### config.mk
export PLATFORM = sky130hd
export DESIGN_NAME = pa_fmau_align_sched_flat
export DESIGN_NICKNAME = d
export VERILOG_FILES = /design/src/rtl/pa_fmau_align_sched_if.sv /design/src/rtl/pa_fmau_align_sched.sv /design/src/flat_wrapper.sv
export SDC_FILE = /design/constraint.sdc
export NUM_CORES = 1
export LEC_CHECK = 0
export CORE_UTILIZATION = 35
export DETAILED_ROUTE_END_ITERATION = 7
export GPL_TIMING_DRIVEN = 0
export PLACE_DENSITY = 0.9
export SLEW_MARGIN = 20
export SYNTH_ARGS = -nofsm -noshare
export SYNTH_HDL_FRONTEND = slang
export SYNTH_SLANG_ARGS = --single-unit
export TNS_END_PERCENT = 20
### constraint.sdc
create_clock -name forever_cpuclk -period 3.35 [get_ports forever_cpuclk]
set_input_delay 0.67 -clock forever_cpuclk [delete_from_list [all_inputs] [get_ports forever_cpuclk]]
set_output_delay 0.67 -clock forever_cpuclk [all_outputs]
set_load 0.02 [all_outputs]
### src/rtl/pa_fmau_align_sched_if.sv
// Bus bundle for the FMAU EX2 alignment-shifter scheduler.
// Carries:
//   - the two requester channels: vld/frac/diff in, rdy out;
//   - the shared shifter hookup: shf_data/shf_index out, shf_result in;
//   - the result channel: res_vld/res_id/res_data/res_sat out, res_rdy in;
//   - the pipeline kill: flush.
//
// Handshake rules:
//   - A request transfers on a clock edge where reqN_vld & reqN_rdy.
//   - A result transfers on a clock edge where res_vld & res_rdy.
//   - rdy is a combinational function of vld, so producers must not make
//     vld depend on rdy.
//   - res_* stays stable while res_vld & ~res_rdy.
//
// Modports:
//   - slave: the scheduler side.
//   - master: the requesters, shifter and consumer that surround it.
interface pa_fmau_align_sched_if #(
  parameter int DIFF_WIDTH = 10,
  parameter int DATA_WIDTH = 53
);
  logic                  req0_vld;
  logic [23:0]           req0_frac;
  logic [DIFF_WIDTH-1:0] req0_diff;
  logic                  req0_rdy;
  logic                  req1_vld;
  logic [23:0]           req1_frac;
  logic [DIFF_WIDTH-1:0] req1_diff;
  logic                  req1_rdy;
  logic [23:0]           shf_data;
  logic [5:0]            shf_index;
  logic [DATA_WIDTH-1:0] shf_result;
  logic                  res_vld;
  logic                  res_id;
  logic [DATA_WIDTH-1:0] res_data;
  logic                  res_sat;
  logic                  res_rdy;
  logic                  flush;

  modport slave (
    input  req0_vld, req0_frac, req0_diff,
    output req0_rdy,
    input  req1_vld, req1_frac, req1_diff,
    output req1_rdy,
    output shf_data, shf_index,
    input  shf_result,
    output res_vld, res_id, res_data, res_sat,
    input  res_rdy, flush
  );

  modport master (
    output req0_vld, req0_frac, req0_diff,
    input  req0_rdy,
    output req1_vld, req1_frac, req1_diff,
    input  req1_rdy,
    input  shf_data, shf_index,
    output shf_result,
    input  res_vld, res_id, res_data, res_sat,
    output res_rdy, flush
  );
endinterface

### src/rtl/pa_fmau_align_sched.sv
// Scheduler for the shared src2 alignment right-shifter in FMAU EX2.
//
// Requesters:
//   - req0: FMA addend alignment.
//   - req1: FADD/FSUB small-operand alignment.
//
// Operation:
//   - Round-robin arbitration picks one requester per cycle.
//   - The winner's signed exponent difference is saturated into a 6-bit
//     shifter index.
//   - The external combinational shifter's output is captured into a
//     one-entry result register tagged with the winner's id.
//
// Ports:
//   forever_cpuclk  clock
//   cpurst          synchronous active-high reset
//   bus             pa_fmau_align_sched_if.slave (requests, shifter, result, flush)
module pa_fmau_align_sched #(
  parameter int DIFF_WIDTH = 10,
  parameter int DATA_WIDTH = 53,
  parameter int MAX_SHIFT  = 51
) (
  input  logic                   forever_cpuclk,
  input  logic                   cpurst,
  pa_fmau_align_sched_if.slave   bus
);

  localparam logic signed [DIFF_WIDTH-1:0] SAT_DIFF = DIFF_WIDTH'(MAX_SHIFT);
  localparam logic [5:0]                   SAT_IDX  = 6'(MAX_SHIFT);

  logic                         rr_ptr;
  logic                         grant;
  logic                         any_vld;
  logic                         can_acc;
  logic                         accept;
  logic                         win_sat;
  logic [23:0]                  win_frac;
  logic signed [DIFF_WIDTH-1:0] win_diff;
  logic [5:0]                   win_idx;

  // Arbitration and operand mux.
  // With no request pending, req0 is selected, so the shifter inputs are
  // don't-care but stay deterministic.
  always_comb begin
    any_vld  = bus.req0_vld | bus.req1_vld;
    grant    = (bus.req0_vld & bus.req1_vld) ? rr_ptr : bus.req1_vld;
    win_frac = grant ? bus.req1_frac : bus.req0_frac;
    win_diff = $signed(grant ? bus.req1_diff : bus.req0_diff);
  end

  // Index saturation.
  // Negative differences need no shift. Differences of MAX_SHIFT or more
  // push the whole operand into the sticky bit, so they clamp to MAX_SHIFT
  // and set res_sat. The index therefore always stays inside the shifter's
  // legal range.
  always_comb begin
    win_sat = 1'b0;
    win_idx = '0;
    if (win_diff[DIFF_WIDTH-1]) begin
      win_idx = '0;
    end else if (win_diff >= SAT_DIFF) begin
      win_idx = SAT_IDX;
      win_sat = 1'b1;
    end else begin
      win_idx = win_diff[5:0];
    end
  end

  // Accept only when the result register is free or being drained this cycle.
  // Reset also blocks accepts, so no requester sees rdy while the block is
  // being cleared.
  always_comb begin
    can_acc       = ~cpurst & ~bus.flush & (~bus.res_vld | bus.res_rdy);
    accept        = can_acc & any_vld;
    bus.req0_rdy  = accept & ~grant;
    bus.req1_rdy  = accept & grant;
    bus.shf_data  = win_frac;
    bus.shf_index = win_idx;
  end

  // Result register and round-robin pointer.
  // A load wins over a drain: a held result leaving and a new one arriving
  // on the same edge simply overwrites the register.
  always_ff @(posedge forever_cpuclk) begin
    if (cpurst) begin
      bus.res_vld  <= 1'b0;
      bus.res_id   <= 1'b0;
      bus.res_data <= '0;
      bus.res_sat  <= 1'b0;
      rr_ptr       <= 1'b0;
    end else if (bus.flush) begin
      bus.res_vld <= 1'b0;
    end else if (accept) begin
      bus.res_vld  <= 1'b1;
      bus.res_id   <= grant;
      bus.res_data <= bus.shf_result;
      bus.res_sat  <= win_sat;
      rr_ptr       <= ~grant;
    end else if (bus.res_rdy) begin
      bus.res_vld <= 1'b0;
    end
  end

endmodule
### src/flat_wrapper.sv
// flat-port wrapper written by rule: the top's interface ports become plain ports
module pa_fmau_align_sched_flat 
#(
  parameter int DIFF_WIDTH = 10,
  parameter int DATA_WIDTH = 53,
  parameter int MAX_SHIFT  = 51
)
  (forever_cpuclk, cpurst, bus_req0_vld, bus_req0_frac, bus_req0_diff, bus_req0_rdy, bus_req1_vld, bus_req1_frac, bus_req1_diff, bus_req1_rdy, bus_shf_data, bus_shf_index, bus_shf_result, bus_res_vld, bus_res_id, bus_res_data, bus_res_sat, bus_res_rdy, bus_flush);
  pa_fmau_align_sched_if #(.DIFF_WIDTH(DIFF_WIDTH), .DATA_WIDTH(DATA_WIDTH)) bus_i ();
  input  logic forever_cpuclk;
  input  logic cpurst;
  input wire logic [$bits(bus_i.req0_vld)-1:0] bus_req0_vld;
  input wire logic [$bits(bus_i.req0_frac)-1:0] bus_req0_frac;
  input wire logic [$bits(bus_i.req0_diff)-1:0] bus_req0_diff;
  output wire logic [$bits(bus_i.req0_rdy)-1:0] bus_req0_rdy;
  input wire logic [$bits(bus_i.req1_vld)-1:0] bus_req1_vld;
  input wire logic [$bits(bus_i.req1_frac)-1:0] bus_req1_frac;
  input wire logic [$bits(bus_i.req1_diff)-1:0] bus_req1_diff;
  output wire logic [$bits(bus_i.req1_rdy)-1:0] bus_req1_rdy;
  output wire logic [$bits(bus_i.shf_data)-1:0] bus_shf_data;
  output wire logic [$bits(bus_i.shf_index)-1:0] bus_shf_index;
  input wire logic [$bits(bus_i.shf_result)-1:0] bus_shf_result;
  output wire logic [$bits(bus_i.res_vld)-1:0] bus_res_vld;
  output wire logic [$bits(bus_i.res_id)-1:0] bus_res_id;
  output wire logic [$bits(bus_i.res_data)-1:0] bus_res_data;
  output wire logic [$bits(bus_i.res_sat)-1:0] bus_res_sat;
  input wire logic [$bits(bus_i.res_rdy)-1:0] bus_res_rdy;
  input wire logic [$bits(bus_i.flush)-1:0] bus_flush;
  assign bus_i.req0_vld = bus_req0_vld;
  assign bus_i.req0_frac = bus_req0_frac;
  assign bus_i.req0_diff = bus_req0_diff;
  assign bus_req0_rdy = bus_i.req0_rdy;
  assign bus_i.req1_vld = bus_req1_vld;
  assign bus_i.req1_frac = bus_req1_frac;
  assign bus_i.req1_diff = bus_req1_diff;
  assign bus_req1_rdy = bus_i.req1_rdy;
  assign bus_shf_data = bus_i.shf_data;
  assign bus_shf_index = bus_i.shf_index;
  assign bus_i.shf_result = bus_shf_result;
  assign bus_res_vld = bus_i.res_vld;
  assign bus_res_id = bus_i.res_id;
  assign bus_res_data = bus_i.res_data;
  assign bus_res_sat = bus_i.res_sat;
  assign bus_i.res_rdy = bus_res_rdy;
  assign bus_i.flush = bus_flush;
  pa_fmau_align_sched #(.DIFF_WIDTH(DIFF_WIDTH), .DATA_WIDTH(DATA_WIDTH), .MAX_SHIFT(MAX_SHIFT)) u_core (.forever_cpuclk(forever_cpuclk), .cpurst(cpurst), .bus(bus_i));
endmodule
# Word level (Yosys, flattened, before mapping)
# Index checks and enable logic that the tools add are counted.
[totals]
inputBits = 127
elab_cells = 30
regBits = 57
[classes]
n_mux = 9
reduce_logical = 3
order_cmp = 1
n_bitwise = 12
[ops]
columns = ["operator", "n"]
rows = [
  ["2-to-1 mux 24 bit", 1],
  ["2-to-1 mux 6 bit", 2],
  [">= comparator 10 x 7 -> 1 bit, second input constant", 1],
  ["2-to-1 mux 10 bit", 1],
  ["AND 1 bit", 6],
  ["2-to-1 mux 1 bit", 5],
  ["NOT 1 bit", 4],
  ["bitwise OR 1 bit", 2],
  ["AND reduction 2 bit", 1],
  ["nonzero test 2 bit", 1],
  ["OR reduction 2 bit", 1],
]

# Depth between registers and ports, before layout
[logic_depth]
ltp_word = 6
mapped_depth = 6
mapped_depth_nobuf = 5

# Worst setup path after synthesis
# No wires, ideal clock.
[synth_path]
path_type = "input to output"
start = "in bus_req0_diff[8]"
end = "out bus_shf_index[2]"
arrival_time_ps = 1889
required_ps = 2680
path_stages = 4
path_slack_ps = 791
path_cell_list = "or3_1 -> a221o_1 -> o22a_1 -> a21oi_1"
[synth_between]
elab_chain_cells = 4
[synth_rtl]
columns = ["element", "line", "rtl"]
rows = [
  ["from (decl)", "flat_wrapper.sv:14", "input wire logic [$bits(bus_i.req0_diff)-1:0] bus_req0_diff;"],
  ["2-to-1 mux 10 bit", "pa_fmau_align_sched.sv:48", "win_diff = $signed(grant ? bus.req1_diff : bus.req0_diff);"],
  [">= comparator 10 x 7 -> 1 bit", "pa_fmau_align_sched.sv:61", "end else if (win_diff >= SAT_DIFF) begin"],
  ["2-to-1 mux 6 bit", "pa_fmau_align_sched.sv:61", ""],
  ["2-to-1 mux 6 bit", "pa_fmau_align_sched.sv:59", "if (win_diff[DIFF_WIDTH-1]) begin"],
  ["to (decl)", "flat_wrapper.sv:21", "output wire logic [$bits(bus_i.shf_index)-1:0] bus_shf_index;"],
]
# Every way passes these cells.

# Final worst setup path
[layout_path]
start = "in bus_req0_vld"
end = "out bus_shf_data[14]"
[layout_between]
elab_chain_cells = 3
[layout_rtl]
columns = ["element", "line", "rtl"]
rows = [
  ["from (decl)", "flat_wrapper.sv:12", "input wire logic [$bits(bus_i.req0_vld)-1:0] bus_req0_vld;"],
  ["AND 1 bit", "pa_fmau_align_sched.sv:46", "grant = (bus.req0_vld & bus.req1_vld) ? rr_ptr : bus.req1_vld;"],
  ["2-to-1 mux 1 bit", "pa_fmau_align_sched.sv:46", ""],
  ["2-to-1 mux 24 bit", "pa_fmau_align_sched.sv:47", "win_frac = grant ? bus.req1_frac : bus.req0_frac;"],
  ["to (decl)", "flat_wrapper.sv:20", "output wire logic [$bits(bus_i.shf_data)-1:0] bus_shf_data;"],
]
# Every way passes these cells.

==> impl_results.md <==
- Run status: finished clean
- Weighted congestion at the end of routability-driven global placement: 0.795
- Worst hold slack after final layout: between 0.4 and 0.5 ns
- WP data arrival: approximately 2.6 ns
- Xor/xnor cell area share of the yosys netlist: 0%
- GRT Max-Usage Layer: met2
- Number of max-slew violations in the final report: 0
- Clock sinks: 57
- Ys Warns: 0
- Placed instance count: 672
- Leakage: 0.00212 µW
- Post-route core utilization: ~73%
- GR Util met2: 49.7%
- TritonCTS clock tree: yes
- Share of cells above drive strength 1: about 6.7%
- RSZ-0062 raised after global routing: true
- Final standard cell count with taps included and fillers excluded: around 690
- Vias in the first global route: 3164
- Maximum buffer depth of the clock tree: 2
- Insertion delay to the later sink of the worst-skew pair: roughly 0.33 ns
- DR iter-0 viols: 104
- CTS Root Buffer Type: sky130_fd_sc_hd__clkbuf_8
- Post-detailed-route DRC marker count: 0
- Input/output buffers: between 200 and 250
- Combinational family with the most area after synthesis: simple AND/OR/NAND/NOR gates
- Setup WS pre-CTS: -0.353 ns
- Sum of net half-perimeters after detailed placement: 7530 µm
- Initial Util: between 30% and 40%
- Grt ovf: 0
- Synthesized area per cell: between 7 and 8 µm²
- Pin slew with the least headroom to its limit: 0.526 ns
- Multiplexer area fraction after synthesis: 0.444%
- Number of hold buffers added after cts: 0
- Die boundary width: approximately 87 µm
- Total inserted antenna cells: 0
- Number of vias in the routed layout: 3245
- Portion of the post-synthesis area used by sequential elements: roughly 45%
- Layout area overhead: 97.7%
- WL per Instance: 13.8 µm
- Total die area: approximately 7600 µm²
- FMAX: 0.308 GHz
- Count of filler cells inserted in the layout: 551
- H-tree depth: 3
- Clk slew on worst S/H paths: 0.06 ns
- Worst Skew: 0.00803 ns
- Vias per cell: 4.71
- Die Ht: 87.1 µm
- Launching element type of the critical path: input pin
- Arithmetic-cell share of the synthesized area counting full adders, half adders and majority gates: 0%
- Max IR drop VDD: roughly 0.00015 V
- Largest driver fanout on the critical path: 10
- Number of core rows: 30
- Unique cell type count in the Yosys netlist: 29
- Wire length of the first global-routing pass: 14300 µm
- NumNets Final: 715
- Number of antenna violations at the first check in global routing: 0
- Wirelength, routed: about 9500 µm
- Setup TNS: 0 ns
- Synthesized-area fraction occupied by ao, oa, aoi and oai cells: 14.9%
- FF+latch count, synth: 57
- Class of the most critical hold timing path: register to register
- Global routing usage summed across all routing layers: 24.7%
- Syn_nets: 489
- Final count of negative-setup-slack endpoints: 0
- Crit share post-route: a little over nine tenths
- Synth Area in Simple Gates: 33.2%
- CTS Buf Count: 9
- PwrDens: 352 nW/µm²
- Min Tclk post-route: 3.25 ns
- Syn Std Cell Area: between 2000 and 3000 µm²
- Final Hold Vio Count: 0
- Maximum number of pins on one net before global-route repair: 11
- Area of the core region: approximately 7000 µm²
- ANT nets after route: 0
- Fraction of met3 tracks used by global routing: under 10%
- Maximum capacitance violations: 0
- Final worst setup slack: 0.103 ns
- Met1 demand-to-capacity share in global routing: 22.3%
- Gate Count Post-Synth: 362
- Kind of end point of the critical path: output port
- Max_slew headroom: 65.0%
- Number of I/O pins: around 220
- Critical path type: input pin to output port
- Router iterations before antenna repair: 4
- Critical Path RT: approximately 2.7 ns
## per-stage QoR
| stage | total power (µW) | area (µm²) |
|---|---|---|
| final | 1760 | 5010 |
| after floorplan | 943 | 2530 |
| after global placement | 1240 | 4800 |
| after CTS | 1780 | 4960 |
| after global routing | 1840 | 5010 |
| after detailed placement | 1250 | 4800 |
## layout make-up
cell class                 count  area (µm²)  share of cell area [%]
sequential                    57        1140                    22.8
buffer                        24         175                    3.50
clock inverter                 6        35.0                   0.699
clock buffer                  10         128                    2.55
multi-input combinational    280        1230                    24.5
inverter                       1        3.75                  0.0749
tap                           96         120                    2.40
timing repair buffer         215        2180                    43.5
## timing repair
action,CTS,global route
endpoints found under the setup margin,32,26
pin swaps,1,0
resized for setup,11,30
gates cloned,0,0
buffers inserted,1,0
## cell usage after synthesis
| cell type | number | area, µm² |
|---|---|---|
| sky130_fd_sc_hd__mux2_2 | 1 | 11.3 |
| sky130_fd_sc_hd__nand2b_1 | 1 | 6.26 |
| sky130_fd_sc_hd__and2_1 | 2 | 12.5 |
| sky130_fd_sc_hd__nand3b_1 | 1 | 7.51 |
| sky130_fd_sc_hd__nor2_2 | 1 | 6.26 |
| sky130_fd_sc_hd__a21oi_1 | 55 | 275 |
| sky130_fd_sc_hd__a211o_1 | 1 | 8.76 |
| sky130_fd_sc_hd__clkbuf_1 | 13 | 48.8 |
| sky130_fd_sc_hd__dfxtp_1 | 57 | 1140 |
| sky130_fd_sc_hd__nor2b_1 | 1 | 6.26 |
| sky130_fd_sc_hd__buf_2 | 2 | 10.0 |
| sky130_fd_sc_hd__nand2_1 | 195 | 732 |
| sky130_fd_sc_hd__nor3_1 | 4 | 20.0 |
| sky130_fd_sc_hd__o2111ai_1 | 1 | 8.76 |
| sky130_fd_sc_hd__nor4_4 | 1 | 21.3 |
| sky130_fd_sc_hd__nand3_1 | 1 | 5.00 |
| sky130_fd_sc_hd__o21ai_0 | 1 | 5.00 |
| sky130_fd_sc_hd__o31ai_2 | 1 | 12.5 |
| sky130_fd_sc_hd__a31oi_1 | 4 | 25.0 |
| sky130_fd_sc_hd__a21oi_2 | 1 | 8.76 |
| sky130_fd_sc_hd__nor2_1 | 2 | 7.51 |
| sky130_fd_sc_hd__or3_1 | 1 | 6.26 |
| sky130_fd_sc_hd__a221o_1 | 1 | 10.0 |
| sky130_fd_sc_hd__a211oi_1 | 1 | 7.51 |
| sky130_fd_sc_hd__or4_4 | 1 | 11.3 |
| sky130_fd_sc_hd__o22ai_1 | 1 | 6.26 |
| sky130_fd_sc_hd__inv_1 | 1 | 3.75 |
| sky130_fd_sc_hd__buf_6 | 9 | 101 |
| sky130_fd_sc_hd__o22a_1 | 1 | 8.76 |
## worst max-delay path, stage by stage
cell and delay (ns):
sky130_fd_sc_hd__clkdlybuf4s50_1 0.46, sky130_fd_sc_hd__nand2b_1 0.19, sky130_fd_sc_hd__and2_1 0.14, sky130_fd_sc_hd__buf_2 0.16, sky130_fd_sc_hd__clkbuf_4 0.22, sky130_fd_sc_hd__nand2_1 0.07
sky130_fd_sc_hd__nand2_1 0.06, sky130_fd_sc_hd__clkdlybuf4s50_1 0.61
## power by group
part	total (µW)	internal [µW]	switching (µW)	leakage [µW]
clock	527	262	264	0.0000818
sequential	723	708	15.2	0.000465
combinational	512	280	231	0.00157
total	1760	1250	511	0.00212
## sequential cells by signal, summed over array words and instances, names as in the netlist
signal	cells
u_core.bus.res_data	53
u_core.bus.res_sat	1
u_core.rr_ptr	1
u_core.bus.res_id	1
u_core.bus.res_vld	1
## path summary, 6_finish.rpt
kind                                         startpoint                       to  slack, ns  depth (start not counted)
worst max-delay path                       bus_req0_vld         bus_shf_data[14]       0.10                          8
worst max register to register       u_core.bus.res_vld  u_core.bus.res_data[25]       1.78                          5
worst min register to register  u_core.bus.res_data[35]  u_core.bus.res_data[35]       0.45                          2
worst min-delay path            u_core.bus.res_data[35]  u_core.bus.res_data[35]       0.45                          2
## per-layer routing
metal  vias to the layer above  wire length, µm
met5                         -                0
li1                       1615                -
met3                        26              738
met2                       151             5310
met4                         0              282
met1                      1453             3170
## cell families (layout without fill, tap and decap cells)
family,Yosys count,after routing
buffers and inverters,25,256
AND/OR/NAND/NOR,211,211
AO/OA/AOI/OAI,68,68
multiplexers,1,1
flip-flops,57,57
## placed cells by master, fill, tap and decap left out, types with 4 or more instances in the layout
master / count
sky130_fd_sc_hd__dlymetal6s2s_1: 16
sky130_fd_sc_hd__clkbuf_1: 8
sky130_fd_sc_hd__buf_6: 9
sky130_fd_sc_hd__dfxtp_1: 57
sky130_fd_sc_hd__clkinv_2: 4
sky130_fd_sc_hd__clkbuf_8: 9
sky130_fd_sc_hd__nand2_1: 195
sky130_fd_sc_hd__a21oi_1: 55
sky130_fd_sc_hd__clkdlybuf4s50_1: 191
sky130_fd_sc_hd__nor3_1: 4
sky130_fd_sc_hd__dlygate4sd2_1: 5
sky130_fd_sc_hd__a31oi_1: 4
sky130_fd_sc_hd__clkbuf_2: 4
Power figures use the tool's default switching activity.
